## src/rtl/lmsm_pkg.sv

```systemverilog
// Shared constants and types for the LM/SM micro-op expander.
package lmsm_pkg;

   localparam int          IW      = 16;
   localparam logic [15:0] NOP_IR  = 16'hF000;

   localparam logic [3:0]  OP_LW   = 4'b0100;
   localparam logic [3:0]  OP_SW   = 4'b0101;
   localparam logic [3:0]  OP_LM   = 4'b0110;
   localparam logic [3:0]  OP_SM   = 4'b0111;

   localparam int          OPC_HI  = 15;
   localparam int          OPC_LO  = 12;
   localparam int          RA_HI   = 11;
   localparam int          RA_LO   = 9;
   localparam int          LIST_HI = 7;
   localparam int          LIST_LO = 0;

   typedef enum logic {
      IDLE = 1'b0,
      SEQ  = 1'b1
   } state_t;

endpackage

```

## src/rtl/lmsm_pick.sv

```systemverilog
// Chooses the next register of an LM/SM list and its memory offset.
// The base register of an LM is held back until it is the only one left,
// so the remaining loads still address from the original base value.
// The offset counts only original-list bits, so the memory layout does not
// depend on issue order.
module lmsm_pick (
   input  logic [7:0] mask,
   input  logic [7:0] list,
   input  logic [2:0] base,
   input  logic       is_lm,
   output logic [2:0] idx,
   output logic [5:0] k,
   output logic       rest_empty
);

   logic [7:0] base_bit;
   logic [7:0] cand;
   logic [7:0] rest;
   logic       defer;
   logic [2:0] cnt;

   // priority pick with base deferral, then popcount of lower list bits
   always_comb begin
      base_bit = 8'b1 << base;
      defer    = is_lm & (|(mask & base_bit)) & (|(mask & ~base_bit));
      cand     = defer ? (mask & ~base_bit) : mask;

      idx = 3'd0;
      for (int i = 7; i >= 0; i--) begin
         if (cand[i]) idx = 3'(i);
      end

      cnt = 3'd0;
      for (int i = 0; i < 8; i++) begin
         if ((i < int'(idx)) && list[i]) cnt = cnt + 3'd1;
      end
      k = {3'b000, cnt};

      rest       = mask & ~(8'b1 << idx);
      rest_empty = (rest == 8'd0);
   end

endmodule

```

## src/rtl/lmsm_expander.sv

```systemverilog
// Expands LM/SM into one LW/SW per listed register; everything else passes
// through with one cycle of latency. Fetch is held while a sequence runs.
//
// state | meaning
// IDLE  | ready for a new instruction; output holds last op (or nothing)
// SEQ   | LM/SM micro-ops still pending in mask_q; fetch is held
module lmsm_expander #(
   parameter int            IW     = 16,
   parameter logic [IW-1:0] NOP_IR = lmsm_pkg::NOP_IR
) (
   input  logic          clk,
   input  logic          resetn,
   input  logic          flush,
   input  logic          in_valid,
   input  logic [IW-1:0] in_ir,
   input  logic [IW-1:0] in_pc,
   input  logic [IW-1:0] in_npc,
   output logic          in_ready,
   input  logic          out_ready,
   output logic          out_valid,
   output logic [IW-1:0] out_ir,
   output logic [IW-1:0] out_pc,
   output logic [IW-1:0] out_npc,
   output logic          out_last
);

   import lmsm_pkg::*;

   state_t        state_q, state_d;
   logic [7:0]    mask_q, mask_d;
   logic [7:0]    list_q, list_d;
   logic [2:0]    base_q, base_d;
   logic          is_lm_q, is_lm_d;
   logic          out_valid_d;
   logic [IW-1:0] out_ir_d, out_pc_d, out_npc_d;
   logic          out_last_d;

   logic [3:0]    in_opc;
   logic          in_is_lm, in_is_lmsm;
   logic [7:0]    in_list;
   logic [2:0]    in_base;
   logic          accept;

   logic [7:0]    pick_mask, pick_list, pick_rest;
   logic [2:0]    pick_base, pick_idx;
   logic          pick_lm, pick_empty;
   logic [5:0]    pick_k;
   logic [15:0]   uop;

   assign in_opc     = in_ir[OPC_HI:OPC_LO];
   assign in_is_lm   = (in_opc == OP_LM);
   assign in_is_lmsm = in_is_lm | (in_opc == OP_SM);
   assign in_list    = in_ir[LIST_HI:LIST_LO];
   assign in_base    = in_ir[RA_HI:RA_LO];

   assign in_ready = resetn & ~flush & out_ready & (state_q == IDLE);
   assign accept   = in_ready & in_valid;

   // in IDLE the picker works on the incoming instruction so the first
   // micro-op leaves in the same registered cycle as the capture
   assign pick_mask = (state_q == SEQ) ? mask_q  : in_list;
   assign pick_list = (state_q == SEQ) ? list_q  : in_list;
   assign pick_base = (state_q == SEQ) ? base_q  : in_base;
   assign pick_lm   = (state_q == SEQ) ? is_lm_q : in_is_lm;
   assign pick_rest = pick_mask & ~(8'b1 << pick_idx);
   assign uop       = {(pick_lm ? OP_LW : OP_SW), pick_idx, pick_base, pick_k};

   lmsm_pick u_pick (
      .mask       (pick_mask),
      .list       (pick_list),
      .base       (pick_base),
      .is_lm      (pick_lm),
      .idx        (pick_idx),
      .k          (pick_k),
      .rest_empty (pick_empty)
   );

   // next-state and output-register values; everything holds by default
   always_comb begin
      state_d     = state_q;
      mask_d      = mask_q;
      list_d      = list_q;
      base_d      = base_q;
      is_lm_d     = is_lm_q;
      out_valid_d = out_valid;
      out_ir_d    = out_ir;
      out_pc_d    = out_pc;
      out_npc_d   = out_npc;
      out_last_d  = out_last;

      if (flush) begin
         state_d     = IDLE;
         mask_d      = 8'd0;
         out_valid_d = 1'b0;
         out_ir_d    = NOP_IR;
         out_last_d  = 1'b0;
      end else if (out_ready) begin
         case (state_q)
            IDLE: begin
               if (accept) begin
                  out_valid_d = 1'b1;
                  out_pc_d    = in_pc;
                  out_npc_d   = in_npc;
                  out_last_d  = 1'b1;
                  if (!in_is_lmsm) begin
                     out_ir_d = in_ir;
                  end else if (in_list == 8'd0) begin
                     out_ir_d = NOP_IR;
                  end else begin
                     list_d   = in_list;
                     base_d   = in_base;
                     is_lm_d  = in_is_lm;
                     mask_d   = pick_rest;
                     out_ir_d = IW'(uop);
                     if (!pick_empty) begin
                        out_last_d = 1'b0;
                        state_d    = SEQ;
                     end
                  end
               end else begin
                  out_valid_d = 1'b0;
               end
            end
            SEQ: begin
               out_valid_d = 1'b1;
               out_ir_d    = IW'(uop);
               mask_d      = pick_rest;
               out_last_d  = pick_empty;
               if (pick_empty) state_d = IDLE;
            end
            default: state_d = IDLE;
         endcase
      end
   end

   // state and output registers with synchronous reset
   always_ff @(posedge clk) begin
      if (!resetn) begin
         state_q   <= IDLE;
         mask_q    <= 8'd0;
         list_q    <= 8'd0;
         base_q    <= 3'd0;
         is_lm_q   <= 1'b0;
         out_valid <= 1'b0;
         out_ir    <= NOP_IR;
         out_pc    <= '0;
         out_npc   <= '0;
         out_last  <= 1'b0;
      end else begin
         state_q   <= state_d;
         mask_q    <= mask_d;
         list_q    <= list_d;
         base_q    <= base_d;
         is_lm_q   <= is_lm_d;
         out_valid <= out_valid_d;
         out_ir    <= out_ir_d;
         out_pc    <= out_pc_d;
         out_npc   <= out_npc_d;
         out_last  <= out_last_d;
      end
   end

endmodule

```

## config.mk

```make
export PLATFORM = sky130hd
export DESIGN_NAME = lmsm_expander
export DESIGN_NICKNAME = d
export VERILOG_FILES = /design/src/rtl/lmsm_pkg.sv /design/src/rtl/lmsm_pick.sv /design/src/rtl/lmsm_expander.sv
export SDC_FILE = /design/constraint.sdc
export NUM_CORES = 1
export LEC_CHECK = 0
export CORE_ASPECT_RATIO = 1.4
export CORE_MARGIN = 8
export CORE_UTILIZATION = 50
export DETAILED_ROUTE_END_ITERATION = 8
export GPL_TIMING_DRIVEN = 1
export PLACE_DENSITY = 0.89
export REMOVE_ABC_BUFFERS = 1
export SLEW_MARGIN = 10
export SYNTH_ARGS = -nofsm -noshare
export SYNTH_HDL_FRONTEND = slang
export SYNTH_SLANG_ARGS = --single-unit
```

## constraint.sdc

```tcl
create_clock -name clk -period 9.3 [get_ports clk]
set_input_delay 2.325 -clock clk [delete_from_list [all_inputs] [get_ports clk]]
set_output_delay 2.325 -clock clk [all_outputs]
set_load 0.02 [all_outputs]
```

==> impl_metrics.sql <==
INSERT INTO impl_metrics (metric_group, metric, value, unit) VALUES
('run_status', 'outcome', 'finished, final reports clean', ''),
('global_route', 'antenna_violations_before_repair', '0', ''),
('clocking', 'cts-resized-gates', '0', ''),
('detailed_routing', 'drt-total-wl', '13.85', 'mm'),
('sta', 'final-hold-violation-count', '0', ''),
('sta', 'tns', '0', 'ns'),
('global_route', 'grt.total_usage', '23.84', '%'),
('critical_path', 'timing.critical_path.slowest_stage_cell', 'sky130_fd_sc_hd__o41a_1', ''),
('detailed_routing', 'wl_per_cell', '19.70', 'um'),
('sta', 'final_min_period_over_clock_period', '92.85', '%'),
('critical_path', 'worst_ep_required_time', '9.55', 'ns'),
('floorplan', 'die_w', '93.46', 'um'),
('sta', 'min_period', '8.635', 'ns'),
('sta', 'worst_tran_pin_value', '1.084', 'ns'),
('sta', 'final.setup_skew', '0.01014', 'ns'),
('clocking', 'cts_hold_buffers', '0', ''),
('detailed_routing', 'via_per_inst', '6.007', ''),
('critical_path', 'largest_stage_delay_on_the_critical_path', '0.64', 'ns'),
('detailed_routing', 'vias', '4223', ''),
('place', 'place.gp.congestion', '0.9839', ''),
('pwr', 'power.density_cell_area', '143.6', 'nW/um2'),
('clocking', 'cts_tree', 'done', ''),
('floorplan', 'placementRows', '39', ''),
('detailed_routing', 'drt_iter0_markers', '228', ''),
('clocking', 'clk_latency', '0.33', 'ns'),
('yosys', 'avgSynthCellArea', '8.367', 'um2'),
('clocking', 'cts_setup_buffers', '0', ''),
('detailed_routing', 'firstDrtPassIters', '4', ''),
('final_layout', 'finish.net_count', '657', ''),
('yosys', 'postSynthRegisterBits', '70', ''),
('floorplan', 'die-area', '11630', 'um2'),
('final_layout', 'final_common_cell', 'sky130_fd_sc_hd__clkdlybuf4s50_1', ''),
('sta', 'max_freq', '115.8', 'MHz'),
('critical_path', 'timing.critical_path.from_type', 'input pin', ''),
('pwr', 'vdd_drop_max', '0.1137', 'mV'),
('global_route', 'grt_pass1_vias', '4300', ''),
('clocking', 'cts_htree_levels', '3', ''),
('critical_path', 'end_kind', 'register', ''),
('clocking', 'cell_at_the_root_of_the_clock_tree', 'sky130_fd_sc_hd__clkbuf_16', ''),
('pwr', 'leakage', '2.000', 'nW'),
('critical_path', 'path_class', 'in2reg', ''),
('flow_run', 'max-cap-violations', '0', ''),
('sta', 'slew-limit-headroom', '27.09', '%'),
('clocking', 'cts_inserted_buffers', '9', ''),
('detailed_routing', 'drt_drc_violations_left', '0', ''),
('sta', 'pins_over_their_slew_limit', '0', ''),
('yosys', 'yosysWarningCount', '0', ''),
('critical_path', 'critical_path_peak_fanout', '12', ''),
('yosys', 'ys_seq_area_share', '33.36', '%'),
('yosys', 'count_of_flip_flops_with_a_built_in_enable_after_synthesis', '0', ''),
('final_layout', 'post_route_cells_drive_above_1_share', '9.484', '%'),
('final_layout', 'insertedDiodeCount', '0', ''),
('hold_path', 'min_path_type', 'reg2reg', ''),
('floorplan', 'boundaryPins', '104', ''),
('floorplan', 'placeableCoreArea', '8149', 'um2'),
('sta', 'grt_setup_unrepaired', 'false', ''),
('global_route', 'grt_first_pass_wirelength', '22.16', 'mm'),
('floorplan', 'chipHeight', '124.4', 'um'),
('clocking', 'worst_setup_hold_path_clk_slew', '0.06', 'ns'),
('yosys', 'synth_flop_cell', 'sky130_fd_sc_hd__dfxtp_1', ''),
('global_route', 'grt_start_max_net_pins', '46', ''),
('yosys', 'async_reset_ff_share', '0', '%'),
('clocking', 'numClockSinks', '70', ''),
('global_route', 'grt_remaining_overflow', '0', ''),
('final_layout', 'layout-area-overhead-vs-synth', '33.51', '%'),
('floorplan', 'floorplan.initialDensity', '51.54', '%'),
('place', 'place.detailed.hpwl', '10.34', 'mm'),
('clocking', 'ctsLongestPathBuffers', '2', ''),
('critical_path', 'worst_ep_arrival_time', '8.88', 'ns'),
('detailed_routing', 'antenna_left', '0', ''),
('yosys', 'syn_inst', '502', ''),
('yosys', 'netlist_area', '4200', 'um2'),
('sta', 'setup_viol', '0', ''),
('final_layout', 'most-common-layout-cells', '103 x sky130_fd_sc_hd__clkdlybuf4s50_1, 102 x sky130_fd_sc_hd__nand2_1, 69 x sky130_fd_sc_hd__dfxtp_1', ''),
('place', 'io_buffers', '103', ''),
('pwr', 'power', '0.0008056', 'W'),
('yosys', 'synthDistinctLibCells', '78', '');
==> power breakdown <==
group / switching [W] / total, W / internal, W
Combinational: 0.0000660 / 0.000123 / 0.0000565
Clock: 0.000129 / 0.000377 / 0.000248
Sequential: 0.00000203 / 0.000306 / 0.000304
Total: 0.000197 / 0.000806 / 0.000608
==> stage by stage <==
step                      utilization, %  area, um2  setup WS [ns]  cells  hold WS (ns)
after floorplan                        -       4049          1.457    473        0.4315
after global placement             64.84       5284         0.7894    688        0.4393
after detailed placement           64.84       5284         0.5139    688        0.4507
after CTS                          68.82       5608         0.8096    703        0.4606
after global routing               68.82       5608         0.3108    703        0.4908
final                              68.82       5608         0.6649    703        0.4568
==> metal layers <==
| layer | global-route usage (%) | part of all wire [%] | vias up | wire [um] |
|---|---|---|---|---|
| met1 | 25.61 | 37 | 1943 | 5158 |
| li1 | - | - | 1998 | - |
| met2 | 38.59 | 47 | 233 | 6470 |
| met5 | 0 | 0 | - | 0 |
| met3 | 8.866 | 11 | 49 | 1566 |
| met4 | 14.00 | 4.7 | 0 | 652 |
==> final timing paths <==
check,from,end,slack (ns),cells past startpoint
worst min-delay path,mask_q[5],mask_q[5],0.46,2
worst min register to register,mask_q[5],mask_q[5],0.46,2
worst max register to register,state_q,out_ir[2],2.06,29
worst max-delay path,in_ir[9],out_ir[2],0.66,29
==> flip-flops by register name (all words and copies together) (netlist names), 3 cells and up <==
| register | count |
|---|---|
| base_q | 3 |
| list_q | 7 |
| mask_q | 8 |
| out_ir | 16 |
| out_npc | 16 |
| out_pc | 16 |
==> critical path: cells and delay by family <==
family,cells,cell delay (ns)
muxes,1,0.46
and+or+nand+nor,7,1.13
xor gates and xnor gates,4,0.58
buffers and inverters,3,0.69
AOI/OAI and AO/OA,10,2.74
adders and majority gates,4,0.96
==> synth_stat cells, drive strengths merged (2+ instances only) <==
master / instances / area share, %
dfxtp: 70 / 33
a311oi: 3 / 0.77
clkbuf: 19 / 1.7
xnor2: 8 / 1.7
nand4: 3 / 0.45
a211oi: 3 / 0.66
a31oi: 8 / 1.2
nor4: 4 / 0.60
nor4b: 3 / 0.63
o31ai: 5 / 1.0
inv: 7 / 0.63
o221ai: 2 / 0.42
a41oi: 3 / 0.80
nand3: 10 / 1.2
nor3b: 2 / 0.36
o21ai: 9 / 1.1
a41o: 2 / 0.48
buf: 10 / 1.9
and2: 6 / 0.95
a21boi: 34 / 6.1
a31o: 4 / 0.83
or2: 3 / 0.45
o41ai: 2 / 0.77
or4: 3 / 0.54
a22oi: 3 / 0.54
a21oi: 28 / 3.3
nor2: 33 / 3.0
nor2b: 14 / 2.1
a21o: 3 / 0.54
a221oi: 4 / 0.98
nor3: 9 / 1.1
mux2i: 28 / 7.2
ha: 7 / 2.1
nand2: 102 / 9.1
a32oi: 3 / 0.80
nand2b: 11 / 1.6
mux2: 9 / 2.6
o211ai: 5 / 1.2
==> final cells by class <==
| cell class | instances | area (um2) |
|---|---|---|
| inverter | 7 | 26.28 |
| sequential | 70 | 1403 |
| fill | 630 | 2541 |
| tap | 102 | 127.6 |
| clock buffer | 12 | 256.5 |
| clock inverter | 3 | 67.56 |
| timing repair buffer | 113 | 1106 |
| multi-input combinational | 396 | 2621 |
==> cell families (layout without fill, tap and decap cells) <==
family | after synthesis | after routing | synth area share (%)
simple gates | 208 | 208 | 23.27
compound gates | 134 | 134 | 24.78
flops | 70 | 70 | 33.36
buf+inv | 36 | 135 | 4.230
xor+xnor | 10 | 10 | 2.443
fa+ha+maj | 7 | 7 | 2.085
mux | 37 | 37 | 9.830
(Power assumes the default switching activity.)
==> RTL change 1: new RTL, same settings <==
`IW` is set to 16 in 2 places; all go to 32.
--- a/src/rtl/lmsm_pkg.sv
+++ b/src/rtl/lmsm_pkg.sv
@@ -3,3 +3,3 @@
 
-   localparam int          IW      = 16;
+   localparam int          IW      = 32;
    localparam logic [15:0] NOP_IR  = 16'hF000;
--- a/src/rtl/lmsm_expander.sv
+++ b/src/rtl/lmsm_expander.sv
@@ -7,3 +7,3 @@
 module lmsm_expander #(
-   parameter int            IW     = 16,
+   parameter int            IW     = 32,
    parameter logic [IW-1:0] NOP_IR = lmsm_pkg::NOP_IR
Interface: changed (6 resized); port bits go from 104 to 200. The function was not compared with the original's and may differ.
==> RTL change 1 against the unedited design <==
Sequential power increased by 69%. Design area increased by 53%. First-iteration DRC count increased by 67%. Power increased by 72%. Worst setup slack improved by 0.032 ns. Worst hold slack got worse by 0.0081 ns. Non-clock buffer count increased by 100. Area after synthesis increased by 40%. Sequential cell count increased by 48. Synthesized cell count increased by 44%. Maximum frequency increased by 0.37%. Routed wire length increased by 49%. Sequential share of layout area increased by 2.5 points. Largest cell class unchanged. Largest power group unchanged.
==> RTL change 1: results (changes against the unedited design) <==
outcome: complete, no violations (unchanged)
post-synthesis mux area share: 0.0453 (was 0.0983)
Distinct cells, synth: 70 (was 78)
I/O Buffers: 199 (was 103)
Final GP Congestion: 0.946 (was 0.984)
final core occ: 0.737 (was 0.688)
xor-xnor portion of the synthesized cell area: 0.0262 (was 0.0244)
synth cell count leaders: 203 x nand2_1, 118 x dfxtp_1, 74 x a21boi_0 (was 102 x nand2_1, 70 x dfxtp_1, 34 x a21boi_0)
Area after DPL: 7960 µm² (was 5280 µm²)
total power: 1390 µW (was 806 µW)
met2 Use GR: 0.451 (was 0.386)
Place WS: 0.326 ns (was 0.514 ns)
first-pass GRT wire length: 31800 µm (was 22200 µm)
metal3 WL: 1990 µm (was 1570 µm)
Worst-Skew Late Latency: 0.41 ns (was 0.33 ns)
M1 WL: 7300 µm (was 5160 µm)
largest net degree at the start of global routing: 77 (was 46)
met3 usage: 0.0941 (was 0.0887)
DP Wirelength: 14900 µm (was 10300 µm)
WL final: 20600 µm (was 13800 µm)
leak pwr: 0.00292 µW (was 0.00200 µW)
CTS H-Tree Depth: 4 (was 3)
biggest regs: out_ir (32), out_npc (32), out_pc (32) (was out_ir (16), out_npc (16), out_pc (16))
DR iter-0 viols: 381 (was 228)
CP max stage cell: mux2i_1 (was o41a_1)
vias in the first global route: 6167 (was 4300)
CP peak stage delay: 0.61 ns (was 0.64 ns)
P_comb: 167 µW (was 123 µW)
Worst VDD drop: 0.141 mV (was 0.114 mV)
vias: 6090 (was 4223)
Sw Ratio: 0.243 (was 0.245)
sequential share of the synthesized area: 0.402 (was 0.334)
Tot GR Track Use: 0.261 (was 0.238)
ranking of synthesized cells by area: dfxtp_1 40%, nand2_1 13%, a21boi_0 9.4% (was dfxtp_1 33%, nand2_1 9.1%, a21boi_0 6.1%)
Flop pwr share: 0.373 (was 0.380)
worst slew pin tran: 1.02 ns (was 1.08 ns)
met1 usage: 0.271 (was 0.256)
-- RTL change 1: cell types whose count changed after synthesis, moves of 16 or more --
cell      before  now
a21boi_0      34   74
nand2_1      102  203
a21oi_1       28   51
dfxtp_1       70  118
nand3_1       10   30
clkbuf_1      19   35
-- RTL change 1: worst reg2reg max path: stages (launching register included) --
cell and delay [ns]:
dfxtp_2 0.65, buf_4 0.45, mux2_2 0.43, or2_2 0.29, o311ai_0 0.09, and4_4 0.38, o31a_1 0.26, or3b_2 0.49
a21oi_1 0.15, o22ai_1 0.19, a22oi_1 0.35, ha_1 0.37, xnor2_2 0.19, buf_4 0.19, clkinv_1 0.11, ha_1 0.35
nand2_1 0.08, o21ai_0 0.12, ha_1 0.34, xnor2_1 0.14, xnor2_1 0.16, a311oi_1 0.28, ha_1 0.18, nand3_1 0.09
xor2_1 0.25, xnor2_1 0.16, xnor2_1 0.13, a21oi_1 0.07
-- RTL change 1: layout make-up --
class | instances | share of cell area
tap | 147 | 0.0214
sequential | 118 | 0.275
inverter | 7 | 0.00306
antenna | 1 | 0.000291
timing repair buffer | 213 | 0.244
clock inverter | 14 | 0.0232
clock buffer | 18 | 0.0500
multi-input combinational | 552 | 0.383
-- RTL change 1: path summary, 6_finish.rpt --
| check | from | endpoint | slack [ns] | cells past startpoint |
|---|---|---|---|---|
| worst max-delay path | in_ir[10] | out_ir[2] | 0.70 | 28 |
| worst min-delay path | mask_q[2] | mask_q[2] | 0.45 | 2 |
| worst max register to register | state_q | out_ir[2] | 2.25 | 27 |
| worst min register to register | mask_q[2] | mask_q[2] | 0.45 | 2 |
-- RTL change 1: per-stage QoR --
step	std cells	hold slack (ns)
6_report	1070	0.449
5_1_grt	1070	0.468
4_1_cts	1069	0.449
3_5_place_dp	1037	0.443
3_3_place_gp	1037	0.437
2_1_floorplan	677	0.428
==> RTL change 2: new RTL, same settings <==
Made on the original files. Make the reset (`resetn`) asynchronous in one clocked block. Comments in the files are not updated.
--- a/src/rtl/lmsm_expander.sv
+++ b/src/rtl/lmsm_expander.sv
@@ -136,3 +136,3 @@
    // state and output registers with synchronous reset
-   always_ff @(posedge clk) begin
+   always_ff @(posedge clk or negedge resetn) begin
       if (!resetn) begin
Function: changed (Yosys sat finds a counterexample within 4 cycles, from zero or initial values and one cycle with resetn low; the reset may be asserted at any time).
==> RTL change 2 against the unedited design <==
Area after synthesis grew 5.1%. Routed wire length grew 2.7%. Design area grew 3.9%. Synthesized cell count shrank 2.0%. Largest cell class unchanged. Worst setup slack gained 0.38 ns. Sequential cell count is the same. Die area grew 4.3%.
Power is not compared: it rests on default switching activity, and its combinational part moved more than twofold at a synthesized area within 25%.
==> RTL change 2: results (changes against the unedited design) <==
Data arrival, critical path: 8.49 ns (was 8.88 ns)
WL final: 14200 µm (was 13800 µm)
DR iter-0 viols: 234 (was 228)
Hold WC Path Type: register to register (unchanged)
worst hold endpoint: out_pc[2] (was mask_q[5])
met1 usage: 0.261 (was 0.256)
Worst Reg2Reg Path Length in Cells: 23 (was 29)
Final #Nets: 650 (was 657)
FFs w/ async S/R, synth: 1.00 (was 0)
met2 Use GR: 0.395 (was 0.386)
via/cell ratio: 6.05 (was 6.01)
CP peak stage delay: 0.63 ns
hold_sp: out_pc[2] (was mask_q[5])
drt first pass iters: 5 (was 4)
Main synth FF type: dfrtp_1 (was dfxtp_1)
worst slew pin tran: 1.06 ns (was 1.08 ns)
Antenna Cells: 0 (unchanged)
ranking of synthesized cells by area: dfrtp_1 37%, nand2_1 13%, mux2_2 4.8% (was dfxtp_1 33%, nand2_1 9.1%, a21boi_0 6.1%)
DP Wirelength: 10700 µm (was 10300 µm)
Tot GR Track Use: 0.239 (was 0.238)
sequential share of the synthesized area: 0.398 (was 0.334)
largest net degree at the start of global routing: 72 (was 46)
Worst-Skew Late Latency: 0.33 ns (about the same)
outcome: complete, no violations (unchanged)
CP Launch Point: in_ir[9] (unchanged)
post-cts sizing count: 0 (unchanged)
R2R Path End: out_ir[2] (unchanged)
CP max FO: 13 (was 12)
synth cell count leaders: 153 x nand2_1, 66 x dfrtp_1, 25 x nor2_1 (was 102 x nand2_1, 70 x dfxtp_1, 34 x a21boi_0)
CP max stage cell: clkdlybuf4s50_1 (was o41a_1)
fraction of layout cells with a size suffix above 1: 0.121 (was 0.0948)
Final GP Congestion: 0.978 (was 0.984)
Reg2Reg Setup Slack: 2.53 ns (was 2.06 ns)
reg2reg start: state_q (unchanged)
vias in the first global route: 4436 (was 4300)
maximum root-to-sink buffer count: 2 (unchanged)
Setup Skew: 0.00330 ns (was 0.0101 ns)
Distinct cells, synth: 72 (was 78)
first-pass GRT wire length: 22600 µm (was 22200 µm)
met3 usage: 0.0850 (was 0.0887)
==> RTL change 2: changes by cell type in the layout (fill, tap and decap cells not counted), sizes merged, moves of 12 or more <==
| cell | unedited run | this run |
|---|---|---|
| a21boi | 34 | 1 |
| dfrtp | 0 | 66 |
| dfxtp | 70 | 0 |
| mux2 | 9 | 22 |
| nand2 | 102 | 153 |
| nor2b | 14 | 2 |
==> RTL change 2: cells by family (layout without fill, tap and decap cells) <==
group,Yosys count,count (layout),synth area share
simple gates,232,232,0.227
compound gates,104,104,0.182
flops,70,70,0.398
mux,39,39,0.110
buf+inv,31,134,0.0329
xor+xnor,9,9,0.0300
fa+ha+maj,7,7,0.0198
==> RTL change 2: layout make-up <==
| cell class | instances | area (µm²) |
|---|---|---|
| multi-input combinational | 391 | 2510 |
| tap | 105 | 131 |
| fill | 675 | 2780 |
| inverter | 10 | 37.5 |
| sequential | 70 | 1760 |
| clock buffer | 11 | 243 |
| clock inverter | 5 | 82.6 |
| timing repair buffer | 108 | 1060 |
==> RTL change 2: through the flow <==
step / hold slack (ns) / worst slack (ns) / std cells / instance area (µm²) / power, µW
5_1_grt: 0.495 / 0.624 / 700 / 5830 / 1030
6_report: 0.471 / 1.05 / 700 / 5830 / 993
4_1_cts: 0.475 / 1.12 / 700 / 5830 / 999
3_5_place_dp: 0.462 / 0.789 / 684 / 5500 / 620
3_3_place_gp: 0.457 / 0.966 / 684 / 5500 / 615
2_1_floorplan: 0.450 / 1.81 / 471 / 4310 / 492
==> RTL change 2: per-layer routing <==
metal,wire (µm),part of all wire
met5,0,0
met4,550,0.039
met3,1410,0.099
met2,6990,0.49
met1,5270,0.37
==> RTL change 2: power groups by stage <==
| stage | clock network (µW) | logic [µW] | registers (µW) |
|---|---|---|---|
| CTS | 380 | 253 | 366 |
| global route | 390 | 272 | 370 |
| global placement | 0 | 248 | 367 |
| detailed placement | 0 | 251 | 369 |
| finish | 375 | 252 | 366 |
| floorplan | 0 | 87.1 | 404 |
==> RTL change 2: worst max path at each step <==
stage	cells after the start	end	slack, ns
3_3_place_gp	24	out_ir[2]	0.97
3_5_place_dp	24	out_ir[2]	0.79
6_report	24	out_ir[2]	1.05
5_1_grt	24	out_ir[2]	0.62
4_1_cts	24	out_ir[2]	1.12
2_1_floorplan	21	out_ir[2]	1.81
==> RTL change 2: worst max-delay path: cells and delay by family <==
kind / cells / cell delay (ns)
compound gates: 10 / 2.57
xor+xnor: 2 / 0.71
fa+ha+maj: 3 / 0.79
buf+inv: 1 / 0.63
mux: 2 / 0.62
simple gates: 6 / 0.85
